### src/rtl/demux_1to2_buf_if.sv
// -----------------------------------------------------------------------------
// demux_1to2_buf_if
// Handshake bundle for the buffered 1-to-2 demultiplexer.
//
// Ports (signals carried by the interface):
//   InData     [WIDTH]  word to route
//   Selector   [1]      0 -> channel A, 1 -> channel B
//   InValid    [1]      InData/Selector are valid
//   InReady    [1]      demux accepts a word this cycle
//   OutA/OutB  [WIDTH]  head-of-FIFO data per channel
//   OutX_Valid [1]      channel FIFO non-empty
//   OutX_Ready [1]      consumer takes the head word
//   CountA/B   [16]     accepted-word statistics
//
// Modports:
//   master - the environment (producer + both consumers)
//   slave  - the demux itself
// -----------------------------------------------------------------------------
interface demux_1to2_buf_if #(
  parameter int WIDTH = 32
);
  logic [WIDTH-1:0] InData;
  logic             Selector;
  logic             InValid;
  logic             InReady;
  logic [WIDTH-1:0] OutA;
  logic [WIDTH-1:0] OutB;
  logic             OutA_Valid;
  logic             OutB_Valid;
  logic             OutA_Ready;
  logic             OutB_Ready;
  logic [15:0]      CountA;
  logic [15:0]      CountB;

  modport master (
    output InData, Selector, InValid, OutA_Ready, OutB_Ready,
    input  InReady, OutA, OutB, OutA_Valid, OutB_Valid, CountA, CountB
  );

  modport slave (
    input  InData, Selector, InValid, OutA_Ready, OutB_Ready,
    output InReady, OutA, OutB, OutA_Valid, OutB_Valid, CountA, CountB
  );
endinterface

### src/rtl/demux_1to2_buf.sv
// -----------------------------------------------------------------------------
// demux_1to2_buf
// Buffered 1-to-2 demultiplexer. One valid/ready producer stream is split into
// two channels, each with its own DEPTH-entry FIFO, so a stalled consumer on
// one channel never blocks or reorders the other.
//
// Parameters:
//   WIDTH  data width (default 32)
//   DEPTH  entries per channel FIFO, power of two >= 2 (default 2)
//
// Ports:
//   clk  rising-edge clock
//   rst  synchronous reset, active-high
//   bus  demux_1to2_buf_if.slave (input handshake, two output channels, stats)
//
// Optional feature macro: DEMUX_STATS_EN
//   defined     -> CountA/CountB count accepted words per channel, saturating
//                  at 16'hFFFF, cleared by reset
//   not defined -> CountA/CountB are tied to zero
// -----------------------------------------------------------------------------
module demux_1to2_buf #(
  parameter int WIDTH = 32,
  parameter int DEPTH = 2
) (
  input logic             clk,
  input logic             rst,
  demux_1to2_buf_if.slave bus
);

  localparam int             PW   = (DEPTH > 1) ? $clog2(DEPTH) : 1;
  localparam int             CW   = PW + 1;
  localparam logic [CW-1:0]  FULL = CW'(DEPTH);

  // Channel index 0 = A, 1 = B throughout.
  logic [WIDTH-1:0] r_mem    [2][DEPTH];
  logic [PW-1:0]    r_rd_ptr [2];
  logic [PW-1:0]    r_wr_ptr [2];
  logic [CW-1:0]    r_occ    [2];
  logic [WIDTH-1:0] r_head   [2];

  logic             w_in_ready;
  logic             w_out_ready [2];
  logic             w_push      [2];
  logic             w_pop       [2];
  logic [PW-1:0]    w_rd_next   [2];

  // NOTE: every signal written here is assigned on every pass, so no latches.
  always_comb begin
    w_out_ready[0] = bus.OutA_Ready;
    w_out_ready[1] = bus.OutB_Ready;
    // Depends only on Selector and registered occupancy, never on InValid.
    w_in_ready = !rst && (r_occ[bus.Selector] < FULL);
    for (int c = 0; c < 2; c++) begin
      w_push[c]    = bus.InValid && w_in_ready && (int'(bus.Selector) == c);
      w_pop[c]     = (r_occ[c] != '0) && w_out_ready[c];
      w_rd_next[c] = r_rd_ptr[c] + 1'b1;
    end
  end

  // NOTE: the storage array carries no reset; occupancy alone says which
  // entries are live, so a reset of the array would only cost flops.
  always_ff @(posedge clk) begin
    for (int c = 0; c < 2; c++) begin
      if (w_push[c]) begin
        r_mem[c][r_wr_ptr[c]] <= bus.InData;
      end
    end
  end

  // NOTE: all state below uses non-blocking assignments so every register
  // samples the pre-edge values, regardless of statement order.
  always_ff @(posedge clk) begin
    if (rst) begin
      for (int c = 0; c < 2; c++) begin
        r_rd_ptr[c] <= '0;
        r_wr_ptr[c] <= '0;
        r_occ[c]    <= '0;
        r_head[c]   <= '0;
      end
    end else begin
      for (int c = 0; c < 2; c++) begin
        if (w_push[c]) begin
          r_wr_ptr[c] <= r_wr_ptr[c] + 1'b1;
        end
        if (w_pop[c]) begin
          r_rd_ptr[c] <= w_rd_next[c];
        end

        if (w_push[c] && !w_pop[c]) begin
          r_occ[c] <= r_occ[c] + 1'b1;
        end else if (!w_push[c] && w_pop[c]) begin
          r_occ[c] <= r_occ[c] - 1'b1;
        end

        // Registered head: tracks the entry at the read pointer after this
        // edge and simply holds its value once the channel drains.
        if (w_pop[c]) begin
          if (r_occ[c] == CW'(1)) begin
            // Only entry leaves; a same-cycle push becomes the new head
            // before it is visible in the array.
            if (w_push[c]) begin
              r_head[c] <= bus.InData;
            end
          end else begin
            r_head[c] <= r_mem[c][w_rd_next[c]];
          end
        end else if ((r_occ[c] == '0) && w_push[c]) begin
          r_head[c] <= bus.InData;
        end
      end
    end
  end

  assign bus.InReady    = w_in_ready;
  assign bus.OutA       = r_head[0];
  assign bus.OutB       = r_head[1];
  assign bus.OutA_Valid = (r_occ[0] != '0);
  assign bus.OutB_Valid = (r_occ[1] != '0);

`ifdef DEMUX_STATS_EN
  logic [15:0] r_count [2];

  always_ff @(posedge clk) begin
    if (rst) begin
      r_count[0] <= '0;
      r_count[1] <= '0;
    end else begin
      for (int c = 0; c < 2; c++) begin
        if (w_push[c] && (r_count[c] != 16'hFFFF)) begin
          r_count[c] <= r_count[c] + 16'd1;
        end
      end
    end
  end

  assign bus.CountA = r_count[0];
  assign bus.CountB = r_count[1];
`else
  assign bus.CountA = '0;
  assign bus.CountB = '0;
`endif

endmodule

### src/flat_wrapper.sv
// flat-port wrapper written by rule: the top's interface ports become plain ports
module demux_1to2_buf_flat 
#(
  parameter int WIDTH = 32,
  parameter int DEPTH = 2
)
  (clk, rst, bus_InData, bus_Selector, bus_InValid, bus_OutA_Ready, bus_OutB_Ready, bus_InReady, bus_OutA, bus_OutB, bus_OutA_Valid, bus_OutB_Valid, bus_CountA, bus_CountB);
  demux_1to2_buf_if #(.WIDTH(WIDTH)) bus_i ();
  input logic clk;
  input logic rst;
  input wire logic [$bits(bus_i.InData)-1:0] bus_InData;
  input wire logic [$bits(bus_i.Selector)-1:0] bus_Selector;
  input wire logic [$bits(bus_i.InValid)-1:0] bus_InValid;
  input wire logic [$bits(bus_i.OutA_Ready)-1:0] bus_OutA_Ready;
  input wire logic [$bits(bus_i.OutB_Ready)-1:0] bus_OutB_Ready;
  output wire logic [$bits(bus_i.InReady)-1:0] bus_InReady;
  output wire logic [$bits(bus_i.OutA)-1:0] bus_OutA;
  output wire logic [$bits(bus_i.OutB)-1:0] bus_OutB;
  output wire logic [$bits(bus_i.OutA_Valid)-1:0] bus_OutA_Valid;
  output wire logic [$bits(bus_i.OutB_Valid)-1:0] bus_OutB_Valid;
  output wire logic [$bits(bus_i.CountA)-1:0] bus_CountA;
  output wire logic [$bits(bus_i.CountB)-1:0] bus_CountB;
  assign bus_i.InData = bus_InData;
  assign bus_i.Selector = bus_Selector;
  assign bus_i.InValid = bus_InValid;
  assign bus_i.OutA_Ready = bus_OutA_Ready;
  assign bus_i.OutB_Ready = bus_OutB_Ready;
  assign bus_InReady = bus_i.InReady;
  assign bus_OutA = bus_i.OutA;
  assign bus_OutB = bus_i.OutB;
  assign bus_OutA_Valid = bus_i.OutA_Valid;
  assign bus_OutB_Valid = bus_i.OutB_Valid;
  assign bus_CountA = bus_i.CountA;
  assign bus_CountB = bus_i.CountB;
  demux_1to2_buf #(.WIDTH(WIDTH), .DEPTH(DEPTH)) u_core (.clk(clk), .rst(rst), .bus(bus_i));
endmodule
### config.mk
export PLATFORM = sky130hd
export DESIGN_NAME = demux_1to2_buf_flat
export DESIGN_NICKNAME = d
export VERILOG_FILES = /design/src/rtl/demux_1to2_buf_if.sv /design/src/rtl/demux_1to2_buf.sv /design/src/flat_wrapper.sv
export SDC_FILE = /design/constraint.sdc
export NUM_CORES = 1
export LEC_CHECK = 0
export BUFFER_PORTS_ARGS = -buffer_cell sky130_fd_sc_hd__buf_4
export CORE_MARGIN = 3
export CORE_UTILIZATION = 45
export CTS_CLUSTER_DIAMETER = 40
export CTS_CLUSTER_SIZE = 40
export DETAILED_ROUTE_END_ITERATION = 7
export PLACE_DENSITY = 0.73
export REMOVE_ABC_BUFFERS = 1
export SLEW_MARGIN = 30
export SYNTH_ARGS = -nofsm -noshare
export SYNTH_HDL_FRONTEND = slang
export SYNTH_SLANG_ARGS = --single-unit
export TNS_END_PERCENT = 100
### constraint.sdc
create_clock -name clk -period 8.2 [get_ports clk]
set_input_delay 0 -clock clk [delete_from_list [all_inputs] [get_ports clk]]
set_output_delay 0 -clock clk [all_outputs]
set_load 0.01 [all_outputs]
### Yosys cells after proc, flatten, opt, wreduce, memory -nomap -nowiden

Memory sizes are Yosys's and may differ from the RTL's.
Index checks and enable logic that the tools add are counted.

| word-level totals | value |
|---|---|
| memory bits (writable) | 200 |
| register bits | 0 |
| output and inout bits | 99 |
| bits of input ports | 38 |
| logic and storage cells | 146 |
| memories kept | 5 |

Memories:

| memory | depth | bits a word | read ports | clocked after memory_dff | wr ports | RTL line | text |
|---|---|---|---|---|---|---|---|
| u_core.r_mem | 2 | 64 | 2 | 0 | 1 | demux_1to2_buf.sv:35 | `logic [WIDTH-1:0] r_mem [2][DEPTH];` |
| u_core.r_head | 2 | 32 | 2 | 0 | 2 | demux_1to2_buf.sv:39 | `logic [WIDTH-1:0] r_head [2];` |
| u_core.r_occ | 2 | 2 | 3 | 0 | 2 | demux_1to2_buf.sv:38 | `logic [CW-1:0] r_occ [2];` |
| u_core.r_rd_ptr | 2 | 1 | 2 | 0 | 2 | demux_1to2_buf.sv:36 | `logic [PW-1:0] r_rd_ptr [2];` |
| u_core.r_wr_ptr | 2 | 1 | 2 | 0 | 2 | demux_1to2_buf.sv:37 | `logic [PW-1:0] r_wr_ptr [2];` |

| cells by class | value |
|---|---|
| equal/unequal tests | 2 |
| bitwise logic cells | 19 |
| $add $sub $neg | 8 |
| mux-type cells | 81 |
| reduce and logical (&&, ||, !) cells | 24 |
| order comparisons | 7 |

Operator list:

| operator | number |
|---|---|
| $mux W32 | 14 |
| $mux W64 | 4 |
| $demux W32 S1 | 2 |
| $reduce_or A64 Y1 | 1 |
| $mux W1 | 57 |
| $logic_and A1 B1 Y1 | 14 |
| $or A1 B1 Y1 | 14 |
| $ge A2 B2 Y1 const B | 4 |
| $mux W2 | 4 |
| $not A1 Y2 | 4 |
| $logic_not A1 Y1 | 5 |
| $add A1 B1 Y1 const B | 4 |
| $add A2 B1 Y2 const B | 2 |
| $eq A2 B1 Y1 const B | 2 |
| $logic_not A2 Y1 | 2 |
| $lt A2 B1 Y1 const B | 2 |
| $reduce_bool A2 Y1 | 2 |
| $sub A2 B1 Y2 const B | 2 |
| $lt A2 B2 Y1 const B | 1 |
| $not A1 Y1 | 1 |

### Depth between registers and ports, before layout

Gate-level depths: netlist of the first run.
An unclocked memory read counts as a cell.

| depth | value |
|---|---|
| depth after elaboration | 13 |
| mapped depth | 8 |

### Least setup slack after synthesis of the first run

OpenSTA, ideal clock, no wires.

| timing path | value |
|---|---|
| path type | register to register |
| start | memory u_core.r_occ[0][1] in the netlist's numbering |
| end | memory u_core.r_mem[0][32] in the netlist's numbering, enable pin |
| path buffers | 0 |
| data required time | 7.739 ns |
| cell stages (with the launch flop) | 4 |
| path slack | 4.814 ns |
| data arrival time | 2.925 ns |
| library setup time | 0.461 ns |
| clock period less this slack | 3.386 ns |
| path through | edfxtp_1 > mux2i_1 > nand3b_1 > nor3_1 |

RTL lines:

| what | RTL line |
|---|---|
| start, declared | demux_1to2_buf.sv:38 |
| end, declared | demux_1to2_buf.sv:35 |

==> results of run 1 <==
-- placed cells by master (no fill, tap or decap), drive strengths merged, types with 2 or more instances in the layout --
cell type / Yosys / final
conb: 1 / 32
mux2i: 65 / 65
inv: 7 / 8
nand2: 33 / 33
dlygate4sd3: 0 / 32
nor3: 3 / 3
a21oi: 32 / 32
buf: 63 / 111
a21o: 2 / 2
clkinv: 0 / 3
and2: 5 / 5
clkinvlp: 0 / 3
or2: 3 / 3
bufinv: 0 / 6
o21ai: 33 / 33
nor2: 72 / 72
clkbuf: 4 / 19
ha: 4 / 4
edfxtp: 200 / 200
nor4b: 2 / 2
nand2b: 7 / 7
a211oi: 32 / 32
-- metrics by stage --
step | instance area (um^2) | power [mW] | worst slack (ns) | util [%]
global route | 10600 | 2.77 | 5.03 | 56.0
floorplan | 8400 | 1.55 | 4.16 | -
CTS | 10600 | 2.69 | 4.93 | 56.0
detailed placement | 9600 | 1.75 | 4.94 | 50.8
finish | 10600 | 2.67 | 5.25 | 56.0
global placement | 9560 | 1.74 | 5.08 | 50.6
-- power by group through the flow --
stage,Sequential (mW),Combinational [mW],Clock (mW)
3_5_place_dp,1.30,0.456,0
4_1_cts,1.28,0.472,0.939
2_1_floorplan,1.34,0.212,0
6_report,1.27,0.467,0.933
5_1_grt,1.28,0.509,0.983
3_3_place_gp,1.30,0.436,0
-- registers in the layout, indices dropped and copies added, names as in the netlist --
| signal | flops |
|---|---|
| u_core.r_head | 64 |
| u_core.r_mem | 128 |
| u_core.r_occ | 4 |
| u_core.r_rd_ptr | 2 |
| u_core.r_wr_ptr | 2 |
-- per-layer routing --
layer | part of all wire (%) | up-vias | GRT usage (%)
li1 | - | 2356 | -
met1 | 45 | 2496 | 23.2
met2 | 48 | 168 | 28.4
met3 | 5.1 | 25 | 3.52
met4 | 1.6 | 0 | 5.56
met5 | 0 | - | 0
-- worst register-to-register path, cell delays in order, from the launching register on --
cell	delay, ns
edfxtp_1	0.42
inv_1	0.09
ha_1	0.24
nor4b_4	0.28
buf_4	0.75
a2bb2oi_2	0.25
or2_4	0.54
-- kinds of logic (layout without fill, tap and decap cells) --
group           count (synthesis)  count (layout)  synth area share (%)
compound gates                106             106                  10.6
xor+xnor                        1               1                 0.100
fa+ha+maj                       4               4                 0.571
buf+inv                        74             182                  5.71
flops                         200             200                  68.5
mux                            65              65                  7.43
other cells                     1              32                0.0428
simple gates                  131             131                  7.04
-- cell type report --
cell class,count,area (um^2)
clock inverter,13,225
tap,260,325
fill,1521,8310
inverter,7,26.3
timing repair buffer,143,1160
clock buffer,19,433
sequential,200,6010
multi-input combinational,339,2400
-- how the worst min path moves through the flow --
| stage | startpoint | to | slack (ns) | cells after the start |
|---|---|---|---|---|
| final | bus_InValid | u_core.r_wr_ptr[0][0]$_SDFFCE_PN0P_ | 0.03 | 3 |
| after global routing | rst | u_core.r_occ[1][0]$_DFFE_PP_ | 0.04 | 2 |
| after CTS | bus_InValid | u_core.r_wr_ptr[0][0]$_SDFFCE_PN0P_ | 0.01 | 3 |
| after detailed placement | bus_InData[18] | u_core.r_mem[0][114]$_DFFE_PP_ | 0.23 | 1 |
| after global placement | bus_InData[12] | u_core.r_mem[0][108]$_DFFE_PP_ | 0.23 | 1 |
| after floorplan | rst | bus_InReady | 0.05 | 1 |
-- what timing repair did --
action / in CTS / in global routing
hold endpoints to repair: 160 / 0
endpoints found under the setup margin: 0 / 0
setup buffers: 0 / 0
hold buffers: 32 / 0
==> out/results.txt, run 1 <==
Flop2flop setup slack: 5.25 ns
Register clock-pin slew on the reported worst setup and hold paths: 0.07 ns
Die width: 146 um
HP Class: in -> reg
Initial antenna violation count: 0
Port Buffers: 104
Reg power frac: 47.7%
PostCTS Resize Cnt: 0
Synth Register Bits: 200
Syn Area/Cell: 15.1 um^2
Max_slew headroom: 37.1%
First-pass DRT Iterations: 4
Fin cells: 981
Post-synth ARST share: 0%
Top delay family on crit path: buffers and inverters
DP HPWL: 10100 um
Setup TNS Final: 0 ns
RSZ-0062 raised after global routing: false
Total Wirelength: 18100 um
Number of global-route vias before repair: 5267
Post-route DRC violation count: 0
Pint: 2.00 mW
Hold Slack: 0.0285 ns
Fraction of final layout cells sized beyond drive strength 1: 30.9%
Max stage delay cell, worst path: buf_4
Outcome: completed
Worst Path Buf+Inv: 2
Ant diodes: 0
TritonCTS clock tree: yes
Die Ht: 146 um
Clock Tree Buf Depth: 2
Main synth FF type: edfxtp_1
Number of synthesized flops with an enable pin: 200
First-pass GRT wire length: 28800 um
DRT antenna net count: 0
Switch Pwr: 0.674 mW
Clk_skew: 0.00954 ns
Critical path's largest stage delay: 0.75 ns
Power Density: 253 nW/um^2
Root Buffer: clkbuf_16
Setup CP Type: reg -> reg
Post-synthesis cell type count: 38
FF-to-FF path depth: 6
Synthesis Warnings: 0
Die Area: 21200 um^2
Mapped cell area: 8760 um^2
Final setup viols: 0
Initial Util: 46.4%
Cell taking the most area after synthesis: edfxtp_1
Slew Viols, Final: 0
Row count: 50
Worst R2R End: u_core.r_head[0][18]$_SDFFCE_PP0P_
Max Freq: 339 MHz
Routed wire per std cell: 18.4 um
Final Critical Period: 2.95 ns
Syn Inst Count: 582
GRT overflow: 0
Hold Fails Final Rpt: 0
DR vias: 5045
Largest net degree at the start of global routing: 66
Std-Cell Core Area: 18900 um^2
Most numerous cell in the Yosys netlist: edfxtp_1
Inst Count DP: 917
Post-synth top area share: 68.5%
Leak: 3.93 nW
Seq/Total Area, Yosys: 68.5%
GRT Overall Usage: 17.3%
CP arrival: 3.01 ns
FF-to-FF Start: u_core.r_occ[0][1]$_SDFFCE_PN0P_
DRT iter0 DRCs: 342
Switching part of the total power: 25.2%
Crit Path Max Fanout: 65
Setup crit start: u_core.r_occ[0][1]$_SDFFCE_PN0P_
Area Overhead vs Synth: 20.8%
Clk pwr share: 34.9%
GP Congestion: 0.816
Vias per inst: 5.14
Inserted Clock Buffers: 17
Combinational group share of total power: 17.5%
CP Capture Type: register
Tcrit/Tclk final: 36.0%
NumNets Final: 750
Sink Count: 200
Worst path depth: 6
Worst slew pin tran: 0.944 ns
Later-pin clock latency in the skew report: 0.43 ns
Area contributors post-synth: edfxtp_1, mux2i_1, a211oi_2
Critical-path cell list: inv_1 -> ha_1 -> nor4b_4 -> buf_4 -> a2bb2oi_2 -> or2_4
CP Capture Point: u_core.r_head[0][18]$_SDFFCE_PP0P_
MaxCap Viol Count: 0
Data required, critical path: 8.26 ns
Post-synth top cells: edfxtp_1, mux2i_1, nor2_1
Peak supply drop: 0.172 mV
CTS H-tree lvls: 4
# IOs: 137
Crit start category: register
No activity file was read; power rests on OpenSTA's default activity.
==> inputs of run 2 (changes only) <==
--- a/config.mk
+++ b/config.mk
@@ -11,7 +11,7 @@
 export CTS_CLUSTER_DIAMETER = 40
 export CTS_CLUSTER_SIZE = 40
 export DETAILED_ROUTE_END_ITERATION = 7
-export PLACE_DENSITY = 0.73
+export PLACE_DENSITY = 0.75
 export REMOVE_ABC_BUFFERS = 1
 export SLEW_MARGIN = 30
 export SYNTH_ARGS = -nofsm -noshare
==> constraint.sdc (replaced) <==
create_clock -name clk -period 2.4 [get_ports clk]
set_input_delay 0 -clock clk [delete_from_list [all_inputs] [get_ports clk]]
set_output_delay 0 -clock clk [all_outputs]
set_load 0.01 [all_outputs]
==> run 2 against run 1 <==
  * Sequential share of layout area fell by 0.34 points
  * Register-to-register slack got worse by 5.0 ns
  * Critical path type unchanged
  * First-iteration DRC count rose by 0.29%
  * Die area did not move
  * Clock skew fell by 0.0011 ns
==> out/results.txt, run 2 (synthesis results as in run 1) <==
Post-route DRC violation count: 0 (unchanged)
Flop2flop setup slack: 0.23 ns (was 5.25 ns)
Initial antenna violation count: 1 (was 0)
Place WS: 0.268 ns (was 4.94 ns)
Die Area: 21200 um^2 (unchanged)
Placed cell area: 9740 um^2 (was 9600 um^2)
Die width: 146 um (unchanged)
RSZ-0062 raised after global routing: false (unchanged)
NumNets Final: 758 (was 750)
Layout Cell Area excl Fill: 10600 um^2 (about the same)
Port Buffers: 104 (unchanged)
Setup ws final: 0.233 ns (was 5.25 ns)
TritonCTS clock tree: yes (unchanged)
GRT overflow: 0 (unchanged)
DRT antenna net count: 0 (unchanged)
Worst slew pin tran: 0.746 ns (was 0.944 ns)
Root Buffer: clkbuf_16 (unchanged)
Crit start category: register (unchanged)
# IOs: 137 (unchanged)
First-pass GRT wire length: 28600 um (was 28800 um)
Hold Slack: 0.0249 ns (was 0.0285 ns)
Data required, critical path: 2.57 ns (was 8.26 ns)
Hold path cells: 2 (was 3)
Sink Count: 200 (unchanged)
Number of global-route vias before repair: 5221 (was 5267)
Vias per inst: 5.12 (was 5.14)
Peak supply drop: 0.550 mV (was 0.172 mV)
Total Wirelength: 18000 um (was 18100 um)
Die Ht: 146 um (unchanged)
Clock Tree Buf Depth: 2 (unchanged)
Setup Fix Bufs, Post-CTS: 0 (unchanged)
Setup CP Type: reg -> reg (unchanged)
Slew Viols, Final: 0 (unchanged)
Later-pin clock latency in the skew report: 0.43 ns (about the same)
Outcome: completed (unchanged)
Initial Util: 46.4% (unchanged)
CP arrival: 2.34 ns (was 3.01 ns)
CTS hold repair buffers: 32 (unchanged)
DRT iter0 DRCs: 343 (was 342)
Tcrit/Tclk final: 90.3% (was 36.0%)
DP HPWL: 10600 um (was 10100 um)
Area Overhead vs Synth: 21.5% (was 20.8%)
Register clock-pin slew on the reported worst setup and hold paths: 0.07 ns (about the same)
PostCTS Resize Cnt: 0 (unchanged)
CP Capture Type: register (unchanged)
CTS H-tree lvls: 4 (unchanged)
Max Freq: 461 MHz (was 339 MHz)
DR vias: 5064 (was 5045)
GRT Overall Usage: 17.1% (was 17.3%)
Max_slew headroom: 50.3% (was 37.1%)
Std-Cell Core Area: 18900 um^2 (unchanged)
MaxCap Viol Count: 0 (unchanged)
FF-to-FF path depth: 5 (was 6)
First-pass DRT Iterations: 5 (was 4)
HP Class: in -> reg (unchanged)
Inserted Clock Buffers: 17 (unchanged)
Crit Path Max Fanout: 64 (was 65)
Final Critical Period: 2.17 ns (was 2.95 ns)
Row count: 50 (unchanged)
Max reg flops: 128 (unchanged)
Leak: 3.96 nW (was 3.93 nW)
Largest net degree at the start of global routing: 65 (was 66)
FILL cells: 1558 (was 1521)
Final setup viols: 0 (unchanged)
Fraction of final layout cells sized beyond drive strength 1: 31.4% (was 30.9%)
Most common cell after layout, fill and taps aside: edfxtp_1 (unchanged)
Routed wire per std cell: 18.2 um (was 18.4 um)
GP Congestion: 0.774 (was 0.816)
Hold Fails Final Rpt: 0 (unchanged)
Most frequent cells in the layout: edfxtp_1, buf_4, mux2i_1, nor2_1, nand2_1 (unchanged)
Clk_skew: 0.00848 ns (was 0.00954 ns)
Power Density: 829 nW/um^2 (was 253 nW/um^2)
[run 2: worst paths after layout]
check                                            from                                  end
setup / recovery         u_core.r_occ[1][1]$_DFFE_PP_        u_core.r_head[1][2]$_DFFE_PP_
hold / removal                                    rst         u_core.r_occ[1][0]$_DFFE_PP_
setup reg to reg         u_core.r_occ[1][1]$_DFFE_PP_        u_core.r_head[1][2]$_DFFE_PP_
hold reg to reg   u_core.r_wr_ptr[0][1]$_SDFFCE_PN0P_  u_core.r_wr_ptr[0][1]$_SDFFCE_PN0P_
[run 2: where the power goes]
part           internal, mW  switching, mW  total [mW]
Combinational         0.696          0.951        1.65
Sequential             4.22          0.131        4.35
Clock                  1.63           1.20        2.83
Total                  6.55           2.28        8.83
[run 2: per-stage QoR]
stage	setup TNS, ns	util, %	instances	power, mW
after floorplan	-195.20	-	546	5.29
after global placement	0	51.5	925	5.99
after detailed placement	0	51.5	925	6.04
after CTS	0	56.3	989	8.91
after global routing	0	56.4	990	9.17
final	0	56.4	990	8.83
[run 2: routing by layer]
layer  routed length, um  share of wire (%)  track usage (%)
met2                8800                 49             28.2
met5                   0                  0                0
met4                 271                1.5             5.70
met1                7920                 44             22.4
met3                1060                5.8             4.20
[run 2: area by class of cell]
class / count / area, um^2 / share of cell area, %
Clock buffer: 19 / 433 / 4.07
Tap cell: 260 / 325 / 3.06
Sequential cell: 200 / 6010 / 56.4
Inverter: 7 / 26.3 / 0.247
Multi-Input combinational cell: 339 / 2390 / 22.4
Clock inverter: 13 / 153 / 1.43
Antenna cell: 1 / 2.50 / 0.0235
Timing Repair Buffer: 151 / 1310 / 12.3
[run 2: worst max-delay path, stage by stage, from the launching register on]
cell,delay [ns]
edfxtp_1,0.39
inv_1,0.09
ha_1,0.25
or4b_4,0.86
nand2_1,0.21
o21ai_2,0.06
